===== config.mk =====
export PLATFORM = sky130hd
export DESIGN_NAME = ram_matrix_fill_ctrl
export DESIGN_NICKNAME = d
export VERILOG_FILES = /design/src/rtl/ram_matrix_fill_ctrl.sv
export SDC_FILE = /design/constraint.sdc
export NUM_CORES = 1
export LEC_CHECK = 0
export ABC_AREA = 1
export CAP_MARGIN = 20
export CELL_PAD_IN_SITES_DETAIL_PLACEMENT = 1
export CELL_PAD_IN_SITES_GLOBAL_PLACEMENT = 2
export CORE_MARGIN = 2
export CORE_UTILIZATION = 30
export CTS_CLUSTER_DIAMETER = 200
export DETAILED_ROUTE_END_ITERATION = 10
export GPL_ROUTABILITY_DRIVEN = 0
export PLACE_DENSITY = 0.95
export SKIP_CTS_REPAIR_TIMING = 1
export SYNTH_ARGS = -nofsm -noshare
export SYNTH_HDL_FRONTEND = slang
export SYNTH_SLANG_ARGS = --single-unit

===== constraint.sdc =====
create_clock -name i_clk -period 2.7 [get_ports i_clk]
set_input_delay 0.54 -clock i_clk [delete_from_list [all_inputs] [get_ports i_clk]]
set_output_delay 0.54 -clock i_clk [all_outputs]
set_load 0.01 [all_outputs]

===== src/rtl/ram_matrix_fill_ctrl.sv =====
// ram_matrix_fill_ctrl: arbitrates rectangle fills and host pixel writes onto one frame-buffer write port
module ram_matrix_fill_ctrl #(
    parameter int WordSize    = 8,
    parameter int Rows_Bus    = 10,
    parameter int Columns_Bus = 10,
    parameter int HostBurst   = 4
) (
    input  logic                   i_clk,
    input  logic                   i_rst,
    input  logic                   i_cmd_valid,
    output logic                   o_cmd_ready,
    input  logic [Rows_Bus-1:0]    i_cmd_row0,
    input  logic [Rows_Bus-1:0]    i_cmd_row1,
    input  logic [Columns_Bus-1:0] i_cmd_col0,
    input  logic [Columns_Bus-1:0] i_cmd_col1,
    input  logic [WordSize-1:0]    i_cmd_color,
    input  logic                   i_px_valid,
    output logic                   o_px_ready,
    input  logic [Rows_Bus-1:0]    i_px_row,
    input  logic [Columns_Bus-1:0] i_px_col,
    input  logic [WordSize-1:0]    i_px_data,
    output logic                   o_we,
    output logic [Rows_Bus-1:0]    o_waddr_row,
    output logic [Columns_Bus-1:0] o_waddr_col,
    output logic [WordSize-1:0]    o_write,
    output logic                   o_busy,
    output logic                   o_done
);
    localparam int SW = $clog2(HostBurst + 1);

    typedef enum logic {IDLE, FILL} state_t;

    state_t                 state, state_n;
    logic [Rows_Bus-1:0]    row_lo, row_hi, cur_row;
    logic [Columns_Bus-1:0] col_lo, col_hi, cur_col;
    logic [WordSize-1:0]    color;
    logic [SW-1:0]          streak;
    logic                   host_gnt, fill_gnt, cmd_acc, last_cell;

    always_ff @(posedge i_clk) begin
        if (i_rst) state <= IDLE;
        else       state <= state_n;
    end

    always_comb begin
        o_cmd_ready = state == IDLE;
        o_px_ready  = (state == IDLE) || (streak != SW'(HostBurst));
        o_busy      = state == FILL;
        host_gnt    = i_px_valid && o_px_ready;
        fill_gnt    = (state == FILL) && !host_gnt;
        cmd_acc     = i_cmd_valid && o_cmd_ready;
        last_cell   = (cur_row == row_hi) && (cur_col == col_hi);
        state_n     = cmd_acc ? FILL : (fill_gnt && last_cell) ? IDLE : state;
    end

    always_ff @(posedge i_clk) begin
        if (i_rst) begin
            o_we        <= 1'b0;
            o_done      <= 1'b0;
            o_waddr_row <= '0;
            o_waddr_col <= '0;
            o_write     <= '0;
            streak      <= '0;
            row_lo      <= '0;
            row_hi      <= '0;
            col_lo      <= '0;
            col_hi      <= '0;
            cur_row     <= '0;
            cur_col     <= '0;
            color       <= '0;
        end else begin
            o_we   <= host_gnt || fill_gnt;
            o_done <= fill_gnt && last_cell;
            streak <= (state == IDLE || fill_gnt) ? '0 : host_gnt ? streak + SW'(1) : streak;
            if (host_gnt) begin
                o_waddr_row <= i_px_row;
                o_waddr_col <= i_px_col;
                o_write     <= i_px_data;
            end else if (fill_gnt) begin
                o_waddr_row <= cur_row;
                o_waddr_col <= cur_col;
                o_write     <= color;
            end
            // the cursor only moves when the fill itself owns the port
            if (cmd_acc) begin
                row_lo  <= (i_cmd_row0 < i_cmd_row1) ? i_cmd_row0 : i_cmd_row1;
                row_hi  <= (i_cmd_row0 < i_cmd_row1) ? i_cmd_row1 : i_cmd_row0;
                col_lo  <= (i_cmd_col0 < i_cmd_col1) ? i_cmd_col0 : i_cmd_col1;
                col_hi  <= (i_cmd_col0 < i_cmd_col1) ? i_cmd_col1 : i_cmd_col0;
                cur_row <= (i_cmd_row0 < i_cmd_row1) ? i_cmd_row0 : i_cmd_row1;
                cur_col <= (i_cmd_col0 < i_cmd_col1) ? i_cmd_col0 : i_cmd_col1;
                color   <= i_cmd_color;
            end else if (fill_gnt && !last_cell) begin
                cur_col <= (cur_col < col_hi) ? cur_col + Columns_Bus'(1) : col_lo;
                cur_row <= (cur_col < col_hi) ? cur_row : cur_row + Rows_Bus'(1);
            end
        end
    end
endmodule


==> results.cfg, run 1 <==
[run_status]
status = finished clean

[routing]
met3_length_um = 574
vias = 5914
antenna_left = 0
initialDrtViolationCount = 273
routedWlPerCell_um = 14.3
firstDrtPassIters = 4
dr_wl_met2_um = 7530
top_layer = met4
drc = 0
met1_length_um = 9470
via_per_inst = 4.73
routed_wl_um = 17800

[finish]
diodes = 0
final_cell_mix = 278 x nand2_1, 127 x inv_1, 111 x clkdlybuf4s50_1
final_nets = 1123
areaGrowthSynthToFinish_pct = 29.7
drive_gt1_share_pct = 5.71
layout_commonest_cell = nand2_1
fin_util_pct = 39.6

[cts]
cts_buffers = 9
ctsHtreeMaxLevel = 3
cts-root-buf = clkbuf_16
clock_latency_ns = 0.35
cts_num_sinks = 92
clk_pin_slew_ns = 0.07
cts_buffer_depth = 2
cts_tree = built

[global_route]
grt_max_degree = 61
grt-ovfl-total = 0
grtUsageTotal_pct = 18.3
grt_pass1_wl_um = 29600
first_global_vias = 5969
antenna_found_initial = 0

[yosys]
synth_cell_types = 31
syn_area_per_cell_sq_um = 6.25
yosysWarnings = 0
synthCells = 911
synth_seq_cells = 92
syn_nets = 1023
netlist_area_sq_um = 5690
synth-seq-area-share_pct = 32.4

[sta]
finalSetupViolCount = 0
fin_crit_sh_pct = 82.3
tightest_slew_ns = 1.01
finalSetupTns_ns = 0
fin_crit_ns = 2.22
maxSlewViolCount = 0
rsz0062_at_grt = false
finalHoldViolations = 0
skew_ns = 0.00551
fmax_mhz = 450
holdWs_ns = 0.463
maxSlewHeadroom_pct = 32.5

[worst_setup_path]
worstPathRequired_ns = 2.95
cp_max_fo = 18
crit_arrival_ns = 2.47
path_class = primary input to flop
rr_startpoint = cur_col[1]
start_kind = primary input
end_kind = flop
startpoint = i_cmd_col1[9]

[job]
max_cap_violations = 0

[pwr]
power_mw = 4.08
powerDensity_nw_per_um2 = 552
ir_drop_mv = 0.235
leakagePower_nw = 3.45

[floorplanning]
die_area_sq_um = 20100
die_y_um = 142
io_pins = 113
rows = 50
die_x_um = 142
start_util_pct = 30.5
coreArea_sq_um = 18600

[worst_hold_path]
hp-class = flop to flop
min_from = streak[0]

[placed_design]
portBuffers = 112
dp_hpwl_um = 13300
final cells by class:
| cell class | instances | area (sq um) |
|---|---|---|
| clock buffers | 11 | 233 |
| flip-flops and latches | 92 | 1840 |
| multi-input cells | 640 | 3140 |
| well taps | 234 | 293 |
| fillers | 2418 | 11300 |
| clock inverters | 5 | 60.1 |
| inverters | 133 | 499 |
| repair buffers | 135 | 1310 |
kinds of logic after synthesis:
family | share of synthesized area (%)
xor+xnor | 0.923
buf+inv | 12.5
compound gates | 12.8
fa+ha+maj | 7.03
simple gates | 34.4
flops | 32.4
through the flow:
| stage | instance area, sq um | setup WS (ns) | cells |
|---|---|---|---|
| after global routing | 7380 | 0.307 | 1250 |
| after global placement | 7090 | 0.150 | 1234 |
| after floorplan | 5690 | 0.782 | 911 |
| after CTS | 7380 | 0.489 | 1250 |
| final | 7380 | 0.479 | 1250 |
| after detailed placement | 7090 | 0.108 | 1234 |
power by group:
part	switching (mW)	total, mW	internal [mW]
clock	0.567	1.29	0.724
sequential	0.108	1.58	1.48
combinational	0.698	1.20	0.502
layer usage:
metal,GRT usage [%],up-vias
met5,0,-
met4,5.53,0
met1,25.8,2702
met3,2.26,14
li1,-,3092
met2,29.2,106
final timing paths:
check / end / slack (ns) / cells after the start
worst max-delay path: cur_col[5] / 0.48 / 13
worst min-delay path: streak[0] / 0.46 / 1
worst max register to register: cur_row[5] / 0.56 / 13
worst min register to register: streak[0] / 0.46 / 1
synth_stat cells:
cell type  number  area (sq um)
a31oi_1        28           175
inv_2           6          22.5
nand4_1        29           181
buf_1           4          15.0
nand2_2         4          25.0
buf_2          11          55.1
nand3_1        63           315
xor2_1          3          26.3
o21bai_1        2          15.0
xnor2_1         3          26.3
nor2_1         85           319
clkbuf_2        1          5.00
o21ai_0        34           170
clkbuf_1       24          90.1
a21boi_0        1          7.51
a21oi_4         1          16.3
nor2_2          4          25.0
dfxtp_1        92          1840
buf_4           5          37.5
nor2_4          1          11.3
inv_1         127           477
buf_6           1          11.3
nand3_2         2          20.0
o21ai_1         9          45.0
a21oi_1        55           275
nor3_1          2          10.0
nand2_1       278          1040
ha_1           32           400
nand3b_1        1          7.51
a21o_1          2          15.0
o211ai_1        1          7.51
registers in the layout, indices dropped and copies added, names as in the netlist:
signal and count:
row_hi 10, col_lo 10, o_busy 1, o_waddr_row 10, o_waddr_col 10, o_done 1, cur_row 10, streak 3
o_we 1, o_write 8, color 8, col_hi 10, cur_col 10
critical path, cell delays in order:
cell	delay (ns)
clkdlybuf4s50_1	0.45
inv_1	0.06
ha_1	0.29
nand2_1	0.07
nor2_1	0.16
nand3_1	0.12
nand3_1	0.10
buf_4	0.21
nand2_1	0.08
nand3_1	0.13
nand2_1	0.07
nor2_1	0.12
nor2_1	0.06
Power figures use the tool's default switching activity.
==> inputs of run 2 (changes only) <==
--- a/config.mk
+++ b/config.mk
@@ -10,11 +10,11 @@
 export CELL_PAD_IN_SITES_DETAIL_PLACEMENT = 1
 export CELL_PAD_IN_SITES_GLOBAL_PLACEMENT = 2
 export CORE_MARGIN = 2
-export CORE_UTILIZATION = 30
+export CORE_UTILIZATION = 25
 export CTS_CLUSTER_DIAMETER = 200
 export DETAILED_ROUTE_END_ITERATION = 10
 export GPL_ROUTABILITY_DRIVEN = 0
-export PLACE_DENSITY = 0.95
+export PLACE_DENSITY = 0.86
 export SKIP_CTS_REPAIR_TIMING = 1
 export SYNTH_ARGS = -nofsm -noshare
 export SYNTH_HDL_FRONTEND = slang
==> constraint.sdc (replaced) <==
create_clock -name i_clk -period 1.9 [get_ports i_clk]
set_input_delay 0.38 -clock i_clk [delete_from_list [all_inputs] [get_ports i_clk]]
set_output_delay 0.38 -clock i_clk [all_outputs]
set_load 0.01 [all_outputs]
==> results.cfg, run 2 (synthesis gave the netlist of run 1 again) <==
[sta]
maxSlewHeadroom_pct = 74.3
finalHoldViolations = 0
tightest_slew_ns = 0.385
fmax_mhz = 541
fin_crit_ns = 1.85
maxSlewViolCount = 0
finalSetupViolCount = 0
fin_crit_sh_pct = 97.3
rsz0062_at_grt = true
setup_ws_ns = 0.0507
skew_ns = 0.00925

[routing]
routedWlPerCell_um = 15.2
routed_wl_um = 21200
drc = 0
firstDrtPassIters = 4
vias = 6434
antenna_left = 0
via_per_inst = 4.62
initialDrtViolationCount = 262

[cts]
clk_pin_slew_ns = 0.07
cts_buffers = 9
cts-root-buf = clkbuf_16
ctsHtreeMaxLevel = 3
cts_tree = built
cts_buffer_depth = 2
cts_num_sinks = 92
clock_latency_ns = 0.36

[floorplanning]
start_util_pct = 25.3
die_x_um = 155
die_area_sq_um = 24000
die_y_um = 155
io_pins = 113
rows = 55
coreArea_sq_um = 22500

[worst_hold_path]
hp-class = flop to flop
hold_depth = 1

[placed_design]
dp_hpwl_um = 15100
placed_area_sq_um = 7730
dp_worst_setup_slack_ns = -0.514
portBuffers = 112

[finish]
finish.instance_area_sq_um = 9060
layout_commonest_cell = nand2_1
final_nets = 1216
final_cell_mix = 253 x nand2_1, 100 x inv_1, 90 x buf_4
diodes = 0
register_area_sq_um = 1850
fillers = 2807
multi_input_area_sq_um = 3770
fin_util_pct = 40.3
drive_gt1_share_pct = 23.9
areaGrowthSynthToFinish_pct = 59.2

[pwr]
p_sw_mw = 2.33
ir_drop_mv = 0.457
clkPwrFrac_pct = 30.4
pwr-share-seq_pct = 32.9
comb_power_share_pct = 36.7
power_mw = 6.77
p_int_mw = 4.44
leakagePower_nw = 4.34
powerDensity_nw_per_um2 = 747
sw_frac_of_total_pct = 34.4

[worst_setup_path]
rrSetupSlack_ns = 0.08
crit_arrival_ns = 2.11
path_class = primary input to flop
crit_end = row_hi[7]
reg2reg_to = cur_col[8]
start_kind = primary input
cp_max_fo = 6
rr_startpoint = col_hi[6]
startpoint = i_cmd_row1[1]
worstPathRequired_ns = 2.16
end_kind = flop
rr_worst_depth = 13

[global_route]
grtUsageTotal_pct = 16.4
grt_max_degree = 31
grt-ovfl-total = 0
grt_pass1_wl_um = 32200
antenna_found_initial = 0
first_global_vias = 6434

[run_status]
status = finished clean

[job]
max_cap_violations = 0
==> run 2: cell type report <==
cell class                 instances  area share (%)
clock buffer                      10            2.64
tap                              285            3.93
clock inverter                     6            1.04
timing repair buffer             226            24.9
inverter                         133            5.54
multi-input combinational        642            41.6
sequential                        92            20.4
==> run 2: per-layer routing <==
metal  up-vias  share of wire, %  wire, um  global-route usage (%)
li1       3300                 -         -                       -
met2       133                45      9530                    25.7
met3        25               4.1       861                    2.23
met4         0               1.8       386                    4.67
met5         -                 0         0                       0
met1      2976                49     10500                    23.6
==> run 2: worst min-delay path by stage <==
stage	end	slack, ns	from
final	streak[0]	0.46	streak[0]
after global routing	streak[0]	0.47	streak[0]
after CTS	streak[0]	0.47	streak[0]
after detailed placement	streak[0]	0.44	streak[0]
after global placement	streak[0]	0.43	streak[0]
after floorplan	streak[0]	0.42	streak[0]
==> run 2: power groups by stage <==
stage                     Sequential [mW]  Combinational (mW)  Clock (mW)
after detailed placement             2.26                1.96           0
after floorplan                      2.27                1.07           0
after global placement               2.25                1.91           0
after global routing                 2.25                2.76        2.19
final                                2.23                2.49        2.06
after CTS                            2.21                1.98        2.10
==> run 2: through the flow <==
stage	cells	hold WS, ns	setup TNS, ns
6_report	1394	0.459	0
5_1_grt	1394	0.473	-0.402
4_1_cts	1375	0.466	-3.05
3_5_place_dp	1359	0.440	-20.22
3_3_place_gp	1359	0.432	-18.31
2_1_floorplan	911	0.417	0
==> run 2: worst max-delay path: stages <==
cell	delay, ns
clkdlybuf4s50_1	0.45
inv_1	0.05
ha_1	0.26
nand2_1	0.07
nand2_1	0.07
nand3_2	0.09
nand3_4	0.14
buf_6	0.17
a21oi_1	0.16
o21ai_0	0.14
nand2_1	0.08
inv_1	0.03
==> inputs of run 3 (changes only) <==
--- a/config.mk
+++ b/config.mk
@@ -10,11 +10,11 @@
 export CELL_PAD_IN_SITES_DETAIL_PLACEMENT = 1
 export CELL_PAD_IN_SITES_GLOBAL_PLACEMENT = 2
 export CORE_MARGIN = 2
-export CORE_UTILIZATION = 25
+export CORE_UTILIZATION = 27
 export CTS_CLUSTER_DIAMETER = 200
 export DETAILED_ROUTE_END_ITERATION = 10
 export GPL_ROUTABILITY_DRIVEN = 0
-export PLACE_DENSITY = 0.86
+export PLACE_DENSITY = 0.88
 export SKIP_CTS_REPAIR_TIMING = 1
 export SYNTH_ARGS = -nofsm -noshare
 export SYNTH_HDL_FRONTEND = slang
==> constraint.sdc (replaced) <==
create_clock -name i_clk -period 1.8 [get_ports i_clk]
set_input_delay 0.36 -clock i_clk [delete_from_list [all_inputs] [get_ports i_clk]]
set_output_delay 0.36 -clock i_clk [all_outputs]
set_load 0.01 [all_outputs]
==> results.cfg, run 3 (synthesis gave the netlist of run 1 again) <==
[placed_design]
placed_area_sq_um = 7930
dp_worst_setup_slack_ns = -0.594
dp_hpwl_um = 15000
portBuffers = 112
dp.cells = 1370

[cts]
cts_buffer_depth = 2
cts-root-buf = clkbuf_16
clock_latency_ns = 0.35
cts_buffers = 9
clk_pin_slew_ns = 0.07
cts_tree = built
cts_num_sinks = 92
ctsHtreeMaxLevel = 3

[global_route]
grt_pass1_wl_um = 31600
first_global_vias = 6329
grtUsageTotal_pct = 17.6
antenna_found_initial = 0
grt-ovfl-total = 0
grt_max_degree = 46

[run_status]
status = finished with violations
violations = negative setup slack

[pwr]
pwr-share-seq_pct = 33.4
sw_frac_of_total_pct = 35.8
ir_drop_mv = 0.531
powerDensity_nw_per_um2 = 755
p_int_mw = 4.52
comb_power_share_pct = 39.8
power_mw = 7.04
leakagePower_nw = 4.49
p_sw_mw = 2.52
clkPwrFrac_pct = 26.8

[finish]
final_cell_mix = 254 x nand2_1, 107 x buf_4, 98 x inv_1
layout_commonest_cell = nand2_1
areaGrowthSynthToFinish_pct = 63.7
stdcell_count = 1406
drive_gt1_share_pct = 27.2
finish.instance_area_sq_um = 9320
diodes = 0
final_nets = 1238
fin_util_pct = 44.6

[worst_setup_path]
crit_buf_inv = 3
cpMaxStageDelayCell = dfxtp_2
worstPathRequired_ns = 2.04
start_kind = flop
crit_arrival_ns = 2.10
max_stage_delay_ns = 0.34
crit_family = simple AND/OR/NAND/NOR gates
cp_max_fo = 6
end_kind = flop
path_cells = inv_1, ha_1, nand2_2, inv_2, nand2_1, nor2_1, nand2_1, nor2_2, nand2_2, nand2_4, nand2_8, buf_12, o21ai_2, nor2_1
path_class = flop to flop

[routing]
top_layer = met4
routed_wl_um = 21500
dr_wl_met2_um = 9930
initialDrtViolationCount = 240
vias = 6591
via_per_inst = 4.69
routedWlPerCell_um = 15.3
firstDrtPassIters = 4
drc = 0
antenna_left = 0
met3_length_um = 902
met1_length_um = 10400

[floorplanning]
io_pins = 113
rows = 53
die_area_sq_um = 22300
die_y_um = 149
start_util_pct = 27.3
coreArea_sq_um = 20900
die_x_um = 149

[sta]
tightest_slew_ns = 0.548
rsz0062_at_grt = true
finalSetupTns_ns = -0.589
fin_crit_ns = 1.85
setup_ws_ns = -0.0545
fmax_mhz = 539
skew_ns = 0.00894
fin_crit_sh_pct = 103
finalHoldViolations = 0
maxSlewViolCount = 0
finalSetupViolCount = 18
holdWs_ns = 0.439
maxSlewHeadroom_pct = 63.4

[job]
max_cap_violations = 0

[worst_hold_path]
hp-class = primary input to flop
## run 3: tightest hold or removal path, cell delays in order
cell     delay (ns)
buf_2          0.12
buf_4          0.21
a31oi_1        0.05
## run 3: power groups by stage
stage,clock (mW),combinational (mW),sequential [mW]
2_1_floorplan,0,1.13,2.39
3_3_place_gp,0,2.12,2.36
3_5_place_dp,0,2.18,2.37
4_1_cts,1.94,2.19,2.33
5_1_grt,2.02,3.08,2.37
6_report,1.89,2.80,2.35
## run 3: cell type report
type,instances,area [sq um]
Sequential cell,92,1860
Timing Repair Buffer,247,2440
Clock buffer,10,239
Tap cell,275,344
Multi-Input combinational cell,642,3860
Timing Repair inverter,1,16.3
Inverter,133,514
Fill cell,2588,11600
Clock inverter,6,46.3
## run 3: layer usage
metal | vias to the layer above | GRT usage, %
met5 | - | 0
met4 | 0 | 4.57
met3 | 21 | 2.42
met2 | 130 | 28.9
met1 | 3103 | 24.3
li1 | 3337 | -
## run 3: final timing paths
| path | end | cells after the start | startpoint | slack (ns) |
|---|---|---|---|---|
| setup reg to reg | cur_col[4] | 14 | cur_col[0] | -0.05 |
| hold reg to reg | streak[0] | 1 | streak[0] | 0.46 |
| setup / recovery | cur_col[4] | 14 | cur_col[0] | -0.05 |
| hold / removal | o_write[4] | 3 | i_rst | 0.44 |
